### src/rtl/debounce_pkg.sv
// Shared types and constants for the time-shared button debounce controller.
package debounce_pkg;

   // Controller states; encoding is fixed at IDLE=0, WAIT=1, COMMIT=2.
   typedef enum logic [1:0] {
      StIdle   = 2'd0,
      StWait   = 2'd1,
      StCommit = 2'd2
   } state_e;

   // Terminal count of the shared wait counter, about 400 us at 12 MHz.
   localparam int unsigned DefaultMaxClkCount = 4799;

endpackage

### src/rtl/rr_pick.sv
// Combinational round-robin picker: searches req starting just after last_grant.
module rr_pick #(
   parameter int unsigned NUM_BTNS = 4
) (
   input  logic [NUM_BTNS-1:0]         req,
   input  logic [$clog2(NUM_BTNS)-1:0] last_grant,
   output logic                        any_req,
   output logic [$clog2(NUM_BTNS)-1:0] winner
);

   localparam int unsigned GW = $clog2(NUM_BTNS);

   int unsigned      idx;
   logic [GW-1:0]    cand;

   // First requester found walking upward (with wrap) from last_grant+1 wins.
   always_comb begin
      any_req = 1'b0;
      winner  = '0;
      idx     = 0;
      cand    = '0;
      for (int unsigned k = 1; k <= NUM_BTNS; k++) begin
         idx  = (32'(last_grant) + k) % NUM_BTNS;
         cand = GW'(idx);
         if (!any_req && req[cand]) begin
            any_req = 1'b1;
            winner  = cand;
         end
      end
   end

endmodule

### src/rtl/debounce_scheduler.sv
// Debounces NUM_BTNS active-low buttons using a single wait counter that is
// handed to one changed button at a time in round-robin order.
module debounce_scheduler
   import debounce_pkg::*;
#(
   parameter int unsigned NUM_BTNS      = 4,
   parameter int unsigned MAX_CLK_COUNT = DefaultMaxClkCount
) (
   input  logic                        clk,
   input  logic                        rst,
   input  logic [NUM_BTNS-1:0]         btn_in,
   output logic [NUM_BTNS-1:0]         db_level,
   output logic [NUM_BTNS-1:0]         press_pulse,
   output logic [NUM_BTNS-1:0]         release_pulse,
   output logic                        busy,
   output logic [$clog2(NUM_BTNS)-1:0] grant_idx
);

   localparam int unsigned   GW     = $clog2(NUM_BTNS);
   localparam int unsigned   CW     = $clog2(MAX_CLK_COUNT + 1);
   localparam logic [CW-1:0] CntMax = CW'(MAX_CLK_COUNT);

   logic [NUM_BTNS-1:0] pressed;
   logic [NUM_BTNS-1:0] req;
   logic                any_req;
   logic [GW-1:0]       winner;

   state_e              state_q, state_d;
   logic [CW-1:0]       cnt_q, cnt_d;
   logic [GW-1:0]       grant_q, grant_d;
   logic [GW-1:0]       last_q, last_d;
   logic [NUM_BTNS-1:0] db_q, db_d;
   logic [NUM_BTNS-1:0] press_q, press_d;
   logic [NUM_BTNS-1:0] rel_q, rel_d;

   for (genvar i = 0; i < NUM_BTNS; i++) begin : g_sync
      logic s1_q, s2_q;
      // Two-flop synchronizer; idle (released) level is 1.
      always_ff @(posedge clk or posedge rst) begin
         if (rst) begin
            s1_q <= 1'b1;
            s2_q <= 1'b1;
         end else begin
            s1_q <= btn_in[i];
            s2_q <= s1_q;
         end
      end
      assign pressed[i] = ~s2_q;
   end

   // A button wants the counter whenever its live level disagrees with the debounced one.
   assign req = pressed ^ db_q;

   rr_pick #(
      .NUM_BTNS(NUM_BTNS)
   ) u_pick (
      .req       (req),
      .last_grant(last_q),
      .any_req   (any_req),
      .winner    (winner)
   );

   // Next-state logic: grant, wait for stability or abort on bounce, then commit.
   always_comb begin
      state_d = state_q;
      cnt_d   = cnt_q;
      grant_d = grant_q;
      last_d  = last_q;
      db_d    = db_q;
      press_d = press_q;
      rel_d   = rel_q;
      case (state_q)
         StIdle: begin
            if (any_req) begin
               grant_d = winner;
               cnt_d   = '0;
               state_d = StWait;
            end
         end
         StWait: begin
            if (pressed[grant_q] == db_q[grant_q]) begin
               // Bounced back: give up the counter and move the pointer past this button.
               last_d  = grant_q;
               state_d = StIdle;
            end else if (cnt_q == CntMax) begin
               db_d[grant_q] = ~db_q[grant_q];
               if (!db_q[grant_q]) begin
                  press_d[grant_q] = 1'b1;
               end else begin
                  rel_d[grant_q] = 1'b1;
               end
               state_d = StCommit;
            end else begin
               cnt_d = cnt_q + CW'(1);
            end
         end
         StCommit: begin
            last_d  = grant_q;
            press_d = '0;
            rel_d   = '0;
            state_d = StIdle;
         end
         default: begin
            state_d = StIdle;
         end
      endcase
   end

   // State and datapath registers.
   always_ff @(posedge clk or posedge rst) begin
      if (rst) begin
         state_q <= StIdle;
         cnt_q   <= '0;
         grant_q <= '0;
         last_q  <= GW'(NUM_BTNS - 1);
         db_q    <= '0;
         press_q <= '0;
         rel_q   <= '0;
      end else begin
         state_q <= state_d;
         cnt_q   <= cnt_d;
         grant_q <= grant_d;
         last_q  <= last_d;
         db_q    <= db_d;
         press_q <= press_d;
         rel_q   <= rel_d;
      end
   end

   assign db_level      = db_q;
   assign press_pulse   = press_q;
   assign release_pulse = rel_q;
   assign busy          = (state_q != StIdle);
   assign grant_idx     = grant_q;

endmodule

### config.mk
export PLATFORM = sky130hd
export DESIGN_NAME = debounce_scheduler
export DESIGN_NICKNAME = d
export VERILOG_FILES = /design/src/rtl/debounce_pkg.sv /design/src/rtl/rr_pick.sv /design/src/rtl/debounce_scheduler.sv
export SDC_FILE = /design/constraint.sdc
export NUM_CORES = 1
export LEC_CHECK = 0
export CAP_MARGIN = 10
export CELL_PAD_IN_SITES_DETAIL_PLACEMENT = 0
export CELL_PAD_IN_SITES_GLOBAL_PLACEMENT = 1
export CORE_ASPECT_RATIO = 0.75
export CORE_MARGIN = 2
export CORE_UTILIZATION = 45
export CTS_BUF_LIST = sky130_fd_sc_hd__clkbuf_16
export CTS_CLUSTER_SIZE = 25
export DETAILED_ROUTE_END_ITERATION = 10
export DONT_BUFFER_PORTS = 1
export HOLD_SLACK_MARGIN = 0.08
export PLACE_DENSITY_LB_ADDON = 0.25
export SYNTH_ARGS = -nofsm -noshare
export SYNTH_HDL_FRONTEND = slang
export SYNTH_SLANG_ARGS = --single-unit
### constraint.sdc
create_clock -name clk -period 1.8 [get_ports clk]
set_input_delay 0.36 -clock clk [delete_from_list [all_inputs] [get_ports clk]]
set_output_delay 0.36 -clock clk [all_outputs]
set_load 0.02 [all_outputs]
### Yosys cells after proc, flatten, opt, wreduce, memory -nomap -nowiden

Cells that the tools add are included.
Widths: inputs -> output; s select.

| operators by class | value |
|---|---|
| muxes and demuxes | 41 |
| order comparisons | 6 |
| eq/ne operators | 12 |
| bitwise logic cells | 9 |
| reduce and logical (&&, ||, !) cells | 18 |
| add/sub/neg operators | 5 |

Operator list:

| cell | number |
|---|---|
| $mux 13 | 3 |
| $pmux 13 s2 | 1 |
| $mux 4 | 6 |
| $mux 2 | 8 |
| $pmux 4 s2 | 2 |
| $lt 2x3->1 const B | 5 |
| $ne 2x2->1 const B | 7 |
| $add 13x1->13 const B | 1 |
| $eq 13x13->1 const B | 1 |
| $bmux 1 s2 | 6 |
| $reduce_and 4->1 | 3 |
| $mux 1 | 11 |
| $or 4x4->4 | 2 |
| $pmux 2 s2 | 2 |
| $not 1->1 | 6 |
| $reduce_and 2->1 | 3 |
| $reduce_bool 2->1 | 3 |
| $add 2x1->2 const B | 2 |
| $add 2x2->2 const B | 2 |
| $bwmux 4 | 1 |
| $logic_and 1x1->1 | 4 |
| $xor 4x4->4 | 1 |
| $logic_not 1->1 | 3 |
| $ne 3x3->1 const B | 1 |
| 7 further kinds | 7 |

| storage, ports and cells | value |
|---|---|
| bits in registers | 39 |
| input bits | 6 |
| word-level logic and storage cells | 106 |

### Depth between registers and ports, before layout

| depth | value |
|---|---|
| depth after elaboration | 16 |
| depth in mapped cells | 8 |

### Hierarchy

From an unflattened synthesis, not the netlist that was laid out.

| second synthesis, totals | value |
|---|---|
| cells, all modules | 196 |
| area total of the unflattened synthesis | 1,989.4 µm² |

By module, submodules not included:

| module | area an instance (µm²) | cells an instance | sequential area each (µm²) | times used |
|---|---|---|---|---|
| debounce_scheduler | 1,898.1 | 182 | 988.4 | 1 |
| rr_pick | 91.3 | 14 | 0.0 | 1 |

### Worst setup path after synthesis

No wires, ideal clock.

| timing path | value |
|---|---|
| kind | reg-to-reg |
| from | register grant_q[0] (netlist: grant_idx[0]) |
| to | register press_q[3] (netlist: press_pulse[3]) |
| path buffers | 1 |
| setup time | 0.121 ns |
| stages on the path, launching flop included | 6 |
| arrival time | 1.910 ns |
| data required time | 1.679 ns |
| slack | -0.231 ns |
| cell sequence | dfrtp_1 buf_2 mux4_2 o31ai_2 and3_1 nor2_1 |

| on the way | value |
|---|---|
| cells in the longest elaborated chain, start to end | 9 |

RTL lines:

| item | RTL line | RTL |
|---|---|---|
| from (decl) | debounce_scheduler.sv:30 | `logic [GW-1:0] grant_q, grant_d;` |
| from (signal assigned) | debounce_scheduler.sv:122 | `grant_q <= grant_d;` |
| $lt 2x3->1 (implied by the code) / $ge 2x1->1 (equally long branches) | debounce_scheduler.sv:88 | `press_d[grant_q] = 1'b1;` |
| $logic_and 1x1->1 (implied by the code) | debounce_scheduler.sv:88 |  |
| $mux 1 (implied by the code) | debounce_scheduler.sv:88 |  |
| $demux 1 s2 | debounce_scheduler.sv:88 |  |
| $or 4x4->4 (no source line) | - |  |
| $mux 4 | debounce_scheduler.sv:87 | `if (!db_q[grant_q]) begin` |
| $mux 4 | debounce_scheduler.sv:85 | `end else if (cnt_q == CntMax) begin` |
| $mux 4 | debounce_scheduler.sv:81 | `if (pressed[grant_q] == db_q[grant_q]) begin` |
| $pmux 4 s2 | debounce_scheduler.sv:72 | `case (state_q)` |
| to (signal assigned) | debounce_scheduler.sv:125 | `press_q <= press_d;` |
| to (decl) | debounce_scheduler.sv:33 | `logic [NUM_BTNS-1:0] press_q, press_d;` |

Parallel ways exist; a longest one is shown, timed or not. The select of a mux whose other input is x is not followed.
A chain may end at the register's enable or synchronous reset.

### Worst setup path after layout

| timing path | value |
|---|---|
| from | register g_sync[3].s2_q |
| to | register cnt_q[3] |

| on the way | value |
|---|---|
| cells in the longest elaborated chain, start to end | 16 |

RTL lines:

| item | RTL line | RTL |
|---|---|---|
| from (decl) | debounce_scheduler.sv:37 | `logic s1_q, s2_q;` |
| from (signal assigned) | debounce_scheduler.sv:45 | `s2_q <= s1_q;` |
| $not 1->1 (*) | debounce_scheduler.sv:48 | `assign pressed[i] = ~s2_q;` |
| $xor 4x4->4 | debounce_scheduler.sv:52 | `assign req = pressed ^ db_q;` |
| $bmux 1 s2 | rr_pick.sv:25 | `if (!any_req && req[cand]) begin` |
| $mux 1 (implied by the code) | rr_pick.sv:25 |  |
| $mux 1 | rr_pick.sv:25 |  |
| $logic_not 1->1 | rr_pick.sv:25 |  |
| $logic_and 1x1->1 | rr_pick.sv:25 |  |
| $mux 1 | rr_pick.sv:25 |  |
| $logic_not 1->1 | rr_pick.sv:25 |  |
| $logic_and 1x1->1 | rr_pick.sv:25 |  |
| $mux 1 | rr_pick.sv:25 |  |
| $logic_not 1->1 | rr_pick.sv:25 |  |
| $logic_and 1x1->1 | rr_pick.sv:25 |  |
| $mux 1 | rr_pick.sv:25 |  |
| $ne 2x2->1 (no source line) | - |  |
| $reduce_and 4->1 (no source line) (*) | - |  |
| to (signal assigned) | debounce_scheduler.sv:121 | `cnt_q <= cnt_d;` |
| to (decl) | debounce_scheduler.sv:29 | `logic [CW-1:0] cnt_q, cnt_d;` |

Every way passes the cells marked *; elsewhere a longest branch is shown, timed or not. The select of a mux whose other input is x is not followed.

==> results.txt <==
The detailed-routing iteration count for the pre-antenna-repair pass came out at 5. By count the netlist is led by sky130_fd_sc_hd__dfrtp_1 (29), sky130_fd_sc_hd__nand2_1 (21), sky130_fd_sc_hd__a21oi_1 (12), sky130_fd_sc_hd__nor2_1 (12), sky130_fd_sc_hd__dfstp_2 (10). The worst setup path is launched from a flop.

After layout, the worst setup slack is -270 ps. The count of flip-flops with a built-in enable after synthesis came out at 0. The worst path in the final design needs a cycle of 2070 ps, including I/O delays and setup. The sequential share of the synthesized area is 47.6%. From synthesis to final layout, the design area changed by 53.0%.

The number of H-tree levels is 2. The via total after detailed routing is 1,876. The distinct cell type count of the synthesized netlist came out at 50. The area of the die is 5180 um2.

The worst register-to-register path begins at g_sync[3].s2_q. The fill cell instance count of the final layout is 298. The number of buffer cells added on primary ports is 0. The tree is rooted in a sky130_fd_sc_hd__clkbuf_16. The run finished, with violations left. Counting stages on the worst path, the most repeated cell is sky130_fd_sc_hd__a21oi_4. The overall routing resource usage is 25.8%. The number of clock sinks is 39.

The largest individual stage delay along the critical path comes from the cell sky130_fd_sc_hd__dfstp_2. For this configuration, the core starts out at a cell density of 46.8%. The remaining antenna violation count came out at 0. The most used flip-flop cell after synthesis is sky130_fd_sc_hd__dfrtp_1. The post-detailed-route via-to-cell ratio is 5.84. The largest net degree at the start of global routing came out at 40.

The headroom to the max-slew limit is 66.5%. In this run the mean area of a mapped cell was 10.7 um2. The routed design has 6.29 mm of wire. In the final routed layout, each cell accounts on average for 19.6 um.

The combinational fraction of design power is 45.3%. After routing the design area is 3180 um2. The library cell with the highest instance count after synthesis is sky130_fd_sc_hd__dfrtp_1. The category of the worst setup path capture point is a flop.

Counting flops with an async set or reset pin after synthesis yields a share of 100%. Of the total power, the clock network draws 24.1%. The wire length of the first global-routing pass came out at 10.0 mm. The count of final hold-check violations is 0.

The count of nets after finishing came out at 273. Internal power comes to 2.62 mW. The setup skew after layout came out at 6.04 ps.

The buffer levels on the longest clock path came out at 2. The maximum fanout encountered on the critical timing path is 16. The fraction of the core area covered by cells at the end of the flow came out at 71.6%.

The max capacitance violation total came out at 0. Tracing the worst setup path back leads to its startpoint at g_sync[3].s2_q. The clock buffer count from CTS is 5.

The non-filler instance count after layout is 321. The clock transition time at the flip-flop clock pins of the worst setup and hold paths is 60 ps. The placed cell area is 2550 um2. The number of placement rows is 21. By area the synthesized netlist is led by sky130_fd_sc_hd__dfrtp_1 (35%), sky130_fd_sc_hd__dfstp_2 (13%), sky130_fd_sc_hd__mux4_2 (4.3%), sky130_fd_sc_hd__nand2_1 (3.8%), sky130_fd_sc_hd__xnor2_1 (3.4%).

The area share of the leading cell type in the synthesized netlist is 34.9%. The path category of the worst min-delay check is input port to async pin. The net count after synthesis came out at 205.

The clock reaches the later pin of the worst-skew pair after 280 ps. The final setup violation count came out at 28. The residual DRC count came out at 0.

The remaining global-route overflow came out at 0. After synthesis the netlist holds a flip-flop and latch count of 39. Of the total power, the share spent switching nets is 39.4%.

The final reports fail on negative setup slack. At the worst endpoint, the arrival time is 2280 ps. The number of antenna violations at the first check in global routing came out at 0. The count of inserted antenna diode cells came out at 0.

Traced cell by cell, the critical path runs through xnor2_4, mux4_2, a21oi_4, buf_12, or4_4, a21oi_4. For this design the static power due to leakage is 1.28 nW. Setup repair after global routing could not meet its margin everywhere. The floorplan step set the die width to 82.5 um. The switching power is 1.71 mW.

The largest stage delay on the critical path is 640 ps. The worst setup path is of the flop to flop kind. The sum of net half-perimeters after detailed placement came out at 4.00 mm. The register cell area after layout is 995 um2.

The slew of the pin with the lowest slew margin is 503 ps. The maximum clock frequency is 483 MHz. The number of cells produced by synthesis is 195.

The count of yosys warnings during synthesis came out at 0. Routability-driven placement finished with a final weighted congestion of 0.919. The synthesized design spends more area on one cell type than any other, namely sky130_fd_sc_hd__dfrtp_1.

The core outline area came out at 4440 um2. The area occupied by multi-input gates is 1350 um2. For this block, the initial DRC count from the detailed router was 176. The number of primary I/O pins came out at 21. The number of max-slew violations in the final report is 0. For this design the ratio of total power to cell area is 1360 nW/um2. The maximum resistive drop on vdd is 0.763 mV.

The die span in y came out at 62.9 um. The number of global-route vias before repair is 1,936. The post-synthesis cell area came out at 2080 um2. The final cycle utilization of the critical path is 115%. The placed cell count is 296. TritonCTS built the clock tree. Per report_power, the sequential group accounts for 30.6% of the total. The required time at the worst-slack endpoint is 2010 ps. The share of layout cells above drive strength 1 came out at 54.9%.
[sequential cells by signal, summed over array words and instances, names as in the netlist]
name / count
grant_idx: 2
last_q: 2
g_sync.s1_q: 4
press_pulse: 4
g_sync.s2_q: 4
db_level: 4
state_q: 2
release_pulse: 4
cnt_q: 13
[cells by family after synthesis]
group           share of synthesized area (%)
simple gates                             20.3
compound gates                           14.7
flops                                    47.6
xor+xnor                                 5.48
buf+inv                                  2.65
mux                                      6.86
fa+ha+maj                                2.41
[path summary, 6_finish.rpt]
path                                     to  slack (ps)  depth (start not counted)
max reg2reg                        cnt_q[3]        -270                          6
min                        release_pulse[2]          90                          2
max in group asynchronous      grant_idx[0]        1340                          2
min in group clk             g_sync[2].s2_q         360                          0
min reg2reg                  g_sync[2].s2_q         360                          0
max                                cnt_q[3]        -270                          6
[layout by cell type (no fill, tap or decap), types with 2 or more instances in the layout]
cell type,netlist,layout
sky130_fd_sc_hd__xnor2_2,0,3
sky130_fd_sc_hd__xor2_2,0,4
sky130_fd_sc_hd__ha_1,4,2
sky130_fd_sc_hd__nand4_1,4,4
sky130_fd_sc_hd__nor2_2,0,3
sky130_fd_sc_hd__o31ai_1,4,4
sky130_fd_sc_hd__or4b_4,0,2
sky130_fd_sc_hd__a31oi_1,6,5
sky130_fd_sc_hd__a21oi_4,1,2
sky130_fd_sc_hd__dlygate4sd3_1,0,4
sky130_fd_sc_hd__nor3_2,2,3
sky130_fd_sc_hd__mux4_2,4,4
sky130_fd_sc_hd__nand2_2,0,2
sky130_fd_sc_hd__o21ai_0,4,3
sky130_fd_sc_hd__a21oi_2,0,5
sky130_fd_sc_hd__buf_4,0,58
sky130_fd_sc_hd__nor2_1,12,8
sky130_fd_sc_hd__and3_1,5,3
sky130_fd_sc_hd__nor4_4,0,3
sky130_fd_sc_hd__buf_12,0,3
sky130_fd_sc_hd__xnor2_1,8,4
sky130_fd_sc_hd__o21ai_1,3,2
sky130_fd_sc_hd__dfstp_2,10,10
sky130_fd_sc_hd__buf_6,1,3
sky130_fd_sc_hd__and3_4,0,2
sky130_fd_sc_hd__or4_4,0,2
sky130_fd_sc_hd__clkbuf_16,0,5
sky130_fd_sc_hd__nand2_1,21,19
sky130_fd_sc_hd__nand2b_1,2,2
sky130_fd_sc_hd__dfrtp_1,29,24
sky130_fd_sc_hd__dfrtp_2,0,5
sky130_fd_sc_hd__inv_1,5,4
sky130_fd_sc_hd__nor4b_2,0,2
sky130_fd_sc_hd__nand3_2,0,2
sky130_fd_sc_hd__mux2i_1,3,3
sky130_fd_sc_hd__a21oi_1,12,6
sky130_fd_sc_hd__nor2b_1,2,2
sky130_fd_sc_hd__o211ai_1,2,2
[area by class of cell]
cell class | count | area share (%)
Clock buffer | 5 | 3.94
Multi-Input combinational cell | 144 | 42.5
Tap cell | 57 | 2.24
Sequential cell | 39 | 31.3
Timing Repair Buffer | 68 | 17.9
Clock inverter | 3 | 1.50
Inverter | 5 | 0.590
[routing by layer]
layer | share of wire [%] | track usage [%] | up-vias
met4 | 1.8 | 5.21 | 0
met2 | 46 | 38.5 | 63
met1 | 46 | 38.9 | 935
met3 | 5.7 | 4.77 | 13
li1 | - | - | 865
met5 | 0 | 0 | -
[what timing repair did]
action,in CTS,in global routing
hold buffers,4,0
endpoints found under the hold margin,4,0
setup endpoints to repair,29,32
setup buffers,8,6
pin swaps,12,20
gates cloned,0,0
resized for setup,21,36
[power groups by stage]
stage / clock (mW) / combinational (mW) / sequential (mW)
6_report: 1.04 / 1.96 / 1.32
5_1_grt: 1.11 / 2.11 / 1.34
4_1_cts: 1.05 / 1.68 / 1.31
3_5_place_dp: 0 / 1.45 / 1.32
3_3_place_gp: 0 / 1.42 / 1.30
2_1_floorplan: 0 / 0.901 / 1.28
[stage by stage]
stage / TNS (ps) / power [mW] / hold WS (ps) / worst slack (ps)
global placement: -2020 / 2.72 / 346 / -179
finish: -4570 / 4.32 / 86.1 / -270
CTS: -3430 / 4.04 / 107 / -210
floorplan: -284 / 2.18 / 345 / -67.0
detailed placement: -3270 / 2.77 / 355 / -250
global route: -6330 / 4.56 / 124 / -330
[worst max-delay path, delay by kind of cell, from the launching register on]
kind	cells	cell delay (ps)
multiplexers	1	310
flip-flops	1	640
XOR/XNOR	1	160
AND/OR/NAND/NOR	1	530
buffers and inverters	1	140
AO/OA/AOI/OAI	2	210
Note: power is estimated with default switching activity, not from simulation.
